<file path="src/rtl/regfile_write_arbiter.sv">
// rtl/regfile_write_arbiter.sv - two-requester register file write arbiter with optional x1..x31 clear (macro RF_CLEAR_EN)
module regfile_write_arbiter #(
    parameter int ROUND_ROBIN = 1
) (
    input  logic        clk,
    input  logic        rst,
    input  logic        a_valid,
    input  logic [4:0]  a_addr,
    input  logic [31:0] a_data,
    output logic        a_ready,
    input  logic        b_valid,
    input  logic [4:0]  b_addr,
    input  logic [31:0] b_data,
    output logic        b_ready,
    input  logic        clear_start,
    output logic        clear_busy,
    output logic        clear_done,
    output logic        WriteEnable3,
    output logic [4:0]  Address3,
    output logic [31:0] WD3
);

    logic        we_q, we_d;
    logic [4:0]  addr_q, addr_d;
    logic [31:0] wd_q, wd_d;
    // 1 when B was the most recent accepted requester; resets to 1 so A wins the first tie
    logic        last_b_q, last_b_d;
    logic        arb_en;
    logic        grant_a, grant_b;

`ifdef RF_CLEAR_EN
    typedef enum logic {
        ST_IDLE  = 1'b0,
        ST_CLEAR = 1'b1
    } state_t;

    state_t      state_q, state_d;
    logic [4:0]  cnt_q, cnt_d;
    logic        done_q, done_d;

    assign arb_en     = (state_q == ST_IDLE);
    assign clear_busy = (state_q == ST_CLEAR);
    assign clear_done = done_q;
`else
    logic unused_clear_start;

    assign unused_clear_start = clear_start;
    assign arb_en             = 1'b1;
    assign clear_busy         = 1'b0;
    assign clear_done         = 1'b0;
`endif

    // Grant selection: single requester wins outright, ties by round-robin or fixed A priority
    always_comb begin
        grant_a = 1'b0;
        grant_b = 1'b0;
        if (rst && arb_en) begin
            if (a_valid && b_valid) begin
                if (ROUND_ROBIN != 0) begin
                    grant_a = last_b_q;
                    grant_b = !last_b_q;
                end else begin
                    grant_a = 1'b1;
                end
            end else begin
                grant_a = a_valid;
                grant_b = b_valid;
            end
        end
    end

    assign a_ready = grant_a;
    assign b_ready = grant_b;

    // Next write-port value, last-grant update and clear sequencing
    always_comb begin
        we_d     = 1'b0;
        addr_d   = addr_q;
        wd_d     = wd_q;
        last_b_d = last_b_q;
        if (grant_a) begin
            we_d     = (a_addr != 5'd0);
            addr_d   = a_addr;
            wd_d     = a_data;
            last_b_d = 1'b0;
        end else if (grant_b) begin
            we_d     = (b_addr != 5'd0);
            addr_d   = b_addr;
            wd_d     = b_data;
            last_b_d = 1'b1;
        end
`ifdef RF_CLEAR_EN
        state_d = state_q;
        cnt_d   = cnt_q;
        done_d  = 1'b0;
        case (state_q)
            ST_IDLE: begin
                if (clear_start) begin
                    state_d = ST_CLEAR;
                end
            end
            ST_CLEAR: begin
                // clear_start is not looked at here, so a repeat pulse cannot restart or extend
                we_d   = 1'b1;
                addr_d = cnt_q;
                wd_d   = 32'd0;
                if (cnt_q == 5'd31) begin
                    state_d = ST_IDLE;
                    cnt_d   = 5'd1;
                    done_d  = 1'b1;
                end else begin
                    cnt_d = cnt_q + 5'd1;
                end
            end
            default: begin
                state_d = ST_IDLE;
            end
        endcase
`endif
    end

    // Registered write port and grant history
    always_ff @(posedge clk or negedge rst) begin
        if (!rst) begin
            we_q     <= 1'b0;
            addr_q   <= 5'd0;
            wd_q     <= 32'd0;
            last_b_q <= 1'b1;
        end else begin
            we_q     <= we_d;
            addr_q   <= addr_d;
            wd_q     <= wd_d;
            last_b_q <= last_b_d;
        end
    end

`ifdef RF_CLEAR_EN
    // Clear FSM state, address counter and completion pulse
    always_ff @(posedge clk or negedge rst) begin
        if (!rst) begin
            state_q <= ST_IDLE;
            cnt_q   <= 5'd1;
            done_q  <= 1'b0;
        end else begin
            state_q <= state_d;
            cnt_q   <= cnt_d;
            done_q  <= done_d;
        end
    end
`endif

    assign WriteEnable3 = we_q;
    assign Address3     = addr_q;
    assign WD3          = wd_q;

endmodule

</file>
<file path="config.mk">
export PLATFORM = sky130hd
export DESIGN_NAME = regfile_write_arbiter
export DESIGN_NICKNAME = d
export VERILOG_FILES = /design/src/rtl/regfile_write_arbiter.sv
export SDC_FILE = /design/constraint.sdc
export NUM_CORES = 1
export LEC_CHECK = 0
export BUFFER_PORTS_ARGS = -buffer_cell sky130_fd_sc_hd__buf_2
export CAP_MARGIN = 20
export CORE_MARGIN = 5
export CORE_UTILIZATION = 30
export CTS_CLUSTER_DIAMETER = 60
export DETAILED_ROUTE_END_ITERATION = 7
export PLACE_DENSITY = 0.59
export SETUP_SLACK_MARGIN = 0.1
export SKIP_LAST_GASP = 1
export SLEW_MARGIN = 20
export SYNTH_ARGS = -nofsm -noshare
export SYNTH_HDL_FRONTEND = slang
export SYNTH_SLANG_ARGS = --single-unit
</file>
<file path="constraint.sdc">
create_clock -name clk -period 1.6 [get_ports clk]
set_clock_uncertainty 0.2 [all_clocks]
set_input_delay 0.24 -clock clk [delete_from_list [all_inputs] [get_ports clk]]
set_output_delay 0.24 -clock clk [all_outputs]
set_load 0.02 [all_outputs]
</file>
**Yosys cells after proc, flatten, opt, wreduce, memory -nomap -nowiden**

Cells that the tools add are included.

- Word-level logic and storage cells: 21
- Output and inout port bits: 42
- Bits of input ports: 79
- Register bits: 39

- Reduce and logical (&&, ||, !) cells: 5
- Mux-type cells: 12

Operators by type and width:

| cell | number |
|---|---|
| two-way mux 32 bit | 2 |
| two-way mux 5 bit | 2 |
| nonzero test 5 bit | 2 |
| two-way mux 1 bit | 8 |
| nonzero test 2 bit | 1 |
| logical AND 1 bit | 1 |
| zero test 1 bit | 1 |

**Longest topological paths before layout**

- Depth in word-level cells: 5
- Gate-level depth with buffers: 5
- Mapped depth without buffers: 3

**Worst setup path before layout**

OpenSTA, ideal clock, no wires.

- Kind: reg2reg
- Start point: register last_b_q
- End point: register addr_q[1], in the netlist Address3[1]
- Arrival: 1.265 ns
- Period minus slack after synthesis: 1.534 ns
- Setup slack: 0.066 ns
- Required time: 1.332 ns
- Cell stages (with the launch flop): 4
- Setup time: 0.068 ns
- Buffers on the path: 0
- Cells stage by stage: dfstp_2 > and2b_2 > nor2_2 > a221o_1

- Elaborated cells on any way between the ends: 7
- Those cells by class: mux: 5; reduce/logical: 2

RTL lines:

| element | line | source |
|---|---|---|
| start, declared | 27 | `logic last_b_q, last_b_d;` |
| start signal, assigned | 133 | `last_b_q <= last_b_d;` |
| two-way mux 1 bit * | 58 | `if (a_valid && b_valid) begin` |
| two-way mux 1 bit * | 57 | `if (rst && arb_en) begin` |
| via a_ready | 10 | `output logic a_ready,` |
| two-way mux 5 bit or nonzero test 2 bit (tied branches) | -- |  |
| end signal, assigned | 131 | `addr_q <= addr_d;` |
| end, declared | 24 | `logic [4:0] addr_q, addr_d;` |

Mark *: on every way through the listed nets, which the timed path passes. The rest lies on a longest branch.
A chain may end at the register's enable or synchronous reset.

**Final worst setup path**

- Start point: register last_b_q
- End point: output a_ready

- Longest elaborated chain between the ends: 2

RTL lines:

| element | line |
|---|---|
| two-way mux 1 bit | 58 |
| two-way mux 1 bit | 57 |
| end, declared | 10 |

Every way passes these cells.

==> results.tsv <==
stage	metric	value	unit
logic_synthesis	synth_warnings	0	
logic_synthesis	synth_compound_area_share	22.7	%
pwr	p_sw	0.000949	W
cts	cts_buffer_depth	2	
logic_synthesis	synth_top_family_by_area	compound AO/OA/AOI/OAI gates	
pwr	vdd_drop_max	0.000357	V
global_route	grtUsageTotal	14.5	%
critical_path	critical-path-top-delay-family	flip-flops	
die	die_w	90.3	um
layout	fin_nets	422	
cts	cts_root_buffer	clkbuf_8	
pwr	seq_power_share	42.6	%
global_route	grt_pass1_vias	2138	
timing	fin_crit_sh	107	%
timing	hold_violations	0	
global_route	grt_overflow	0	
cts	h-tree-depth	2	
layout	final_util	46.3	%
job	cap_violations	0	
routing	wirelength	6.12	mm
pwr	power.share.combinational	34.2	%
timing	fin_crit	1.71	ns
place	port_buffers	117	
die	num_rows	29	
cts	clk_pin_slew_worst_paths	0.07	ns
routing	routedWlPerCell	14.6	um
critical_path	slowest_stage	dfstp_2	
logic_synthesis	synth-xor-area-share	0	%
routing	num_vias	2057	
pwr	p_total	0.00282	W
routing	drc	0	
logic_synthesis	synthCells	220	
cts	insertion_delay	0.28	ns
critical_path	path_class	reg2out	
timing	grt_setup_unrepaired	true	
die	fp.coreArea	6310	sq um
logic_synthesis	synth_seq_area_share	50.5	%
pwr	netSwitchingFraction	33.7	%
die	die_area	8150	sq um
global_route	grt_max_degree	39	
logic_synthesis	synth_ff_type	dfrtp_1	
pwr	p_int	0.00187	W
die	dieHeight	90.3	um
logic_synthesis	synth.area.top_cells	dfrtp_1, a31oi_1, o21ai_0	
critical_path	worstReg2RegStart	last_b_q	
outcome	outcome	finished, violations left	
logic_synthesis	netlist_area	1930	sq um
routing	postRouteAntennaNets	0	
place	gp_congestion	0.778	
critical_path	cp_cell_sequence	and2b_2 -> nor2_4 -> buf_6	
global_route	grt_pass1_wl	9.99	mm
global_route	antenna_found_initial	0	
cts	cts.sinks	39	
critical_path	worstPathArrival	1.27	ns
logic_synthesis	synth_adder_area_share	0	%
critical_path	cp.depth	3	
critical_path	reg2regPathDepth	5	
logic_synthesis	ys_seq_elements	39	
logic_synthesis	synth.distinct_cells	21	
critical_path	required	1.16	ns
logic_synthesis	synth_edf_count	0	
logic_synthesis	ys_async_sr_fraction	100	%
pwr	p_leak	1.33	nW
cts	cts_tree	yes	
logic_synthesis	synthSimpleGateAreaFrac	19.5	%
routing	firstDrtPassIters	4	
layout	drive_above_1_share	48.1	%
hold_path	hold_start	b_data[19]	
timing	setup_slack	-0.112	ns
place	dp_hpwl	4.41	mm
outcome	failed_checks	negative setup slack	
logic_synthesis	synth.largest_area_cell	dfrtp_1	
layout	syn_to_final_growth	51.2	%
die	initial_core_util	30.6	%
critical_path	endpoint_kind	primary output	
logic_synthesis	synth_mux_area_share	0	%
timing	maxSlewViolCount	0	
pwr	powerDensity	964	nW/um^2
logic_synthesis	synthTopCellsByCount	dfrtp_1, nor2_1, o21ai_0, a31oi_1, nand3_1	
hold_path	holdCritPathClass	in2reg	
die	ios	121	
critical_path	cp-start-kind	flop	
logic_synthesis	synth.most_common_cell	dfrtp_1	
hold_path	holdPathStages	3	
critical_path	critPathMaxStageDelay	0.53	ns
timing	max_freq	584	MHz
timing	finalSetupViolCount	14	
layout	fillerInstances	653	
critical_path	worstPathMaxFanout	2	
pwr	clkPwrFrac	23.2	%
routing	avgViaCountPerCell	4.90	
logic_synthesis	syn-mean-instance-area	8.79	sq um
place	pre_cts_ws	0.00938	ns
critical_path	crit_buf_inv	1	
cts	numCtsBuffers	5	
critical_path	worstSetupStartpoint	last_b_q	
layout	diodes	0	
routing	drtIter0Drc	43	
logic_synthesis	synth.top_cell.area_share	49.2	%
## per-stage QoR
step | setup TNS [ns] | cells | hold WS, ns | cell area [sq um]
floorplan | 0 | 221 | -0.256 | 1940
detailed placement | 0 | 405 | 0.0633 | 2640
CTS | -0.150 | 418 | 0.0000529 | 2840
global route | -1.85 | 420 | 0.00378 | 2920
global placement | 0 | 405 | 0.0508 | 2640
finish | -0.191 | 420 | 0.00633 | 2920
## worst paths after layout
| check | endpoint | slack, ns |
|---|---|---|
| max | a_ready | -0.11 |
| max in group asynchronous | WD3[10] | 0.46 |
| min in group asynchronous | last_b_q | 0.37 |
| min reg2reg | WD3[4] | 0.35 |
| min | WD3[19] | 0.006 |
| max reg2reg | WD3[9] | -0.02 |
## cells by family after synthesis
kind of cell | after synthesis
buffers and inverters | 23
AO/OA/AOI/OAI | 74
other | 1
AND/OR/NAND/NOR | 83
flip-flops | 39
## power groups by stage
stage	combinational, W	sequential [W]	clock (W)
after floorplan	0.000323	0.00139	0
after global placement	0.000860	0.00122	0
after detailed placement	0.000863	0.00123	0
after CTS	0.000937	0.00120	0.000690
after global routing	0.00105	0.00122	0.000744
final	0.000964	0.00120	0.000653
## worst register-to-register path, stage by stage, from the launching register on
cell and delay, ns:
dfstp_2 0.53, and2b_2 0.23, buf_4 0.16, buf_12 0.15, o21ai_1 0.12, a31oi_1 0.09
## placed cells by master, fill, tap and decap left out, types with 5 or more instances in the layout
master      n
a31oi_1    33
buf_12      6
buf_2     115
buf_4      10
clkbuf_8    6
dfrtp_1    38
nand2_1     5
nand3_1    33
nor2_1     35
o21ai_1    14
o21ai_2    19
## cell type report
class	count	area, sq um	share of cell area [%]
Sequential cell	39	977	33.4
Multi-Input combinational cell	159	905	30.9
Timing Repair Buffer	138	858	29.4
Tap cell	77	96.3	3.29
Clock buffer	6	82.6	2.82
Clock inverter	1	5.00	0.171
## per-layer routing
| layer | up-vias | global-route usage, % | routed length, um |
|---|---|---|---|
| met5 | - | 0 | 0 |
| met4 | 0 | 3.23 | 23 |
| met3 | 2 | 5.08 | 444 |
| met2 | 67 | 24.3 | 3050 |
| met1 | 950 | 18.1 | 2600 |
| li1 | 1038 | - | - |
## timing repair
action | CTS | global route
hold buffers | 3 | 1
gates cloned | 0 | 1
resized for setup | 49 | 14
setup buffers | 3 | 0
hold endpoints to repair | 41 | 1
pin swaps | 3 | 2
setup endpoints to repair | 35 | 36
## flip-flops by register name, indices dropped and copies added (netlist names)
signal / count
last_b_q: 1
Address3: 5
WD3: 32
WriteEnable3: 1
Power figures use the tool's default switching activity.
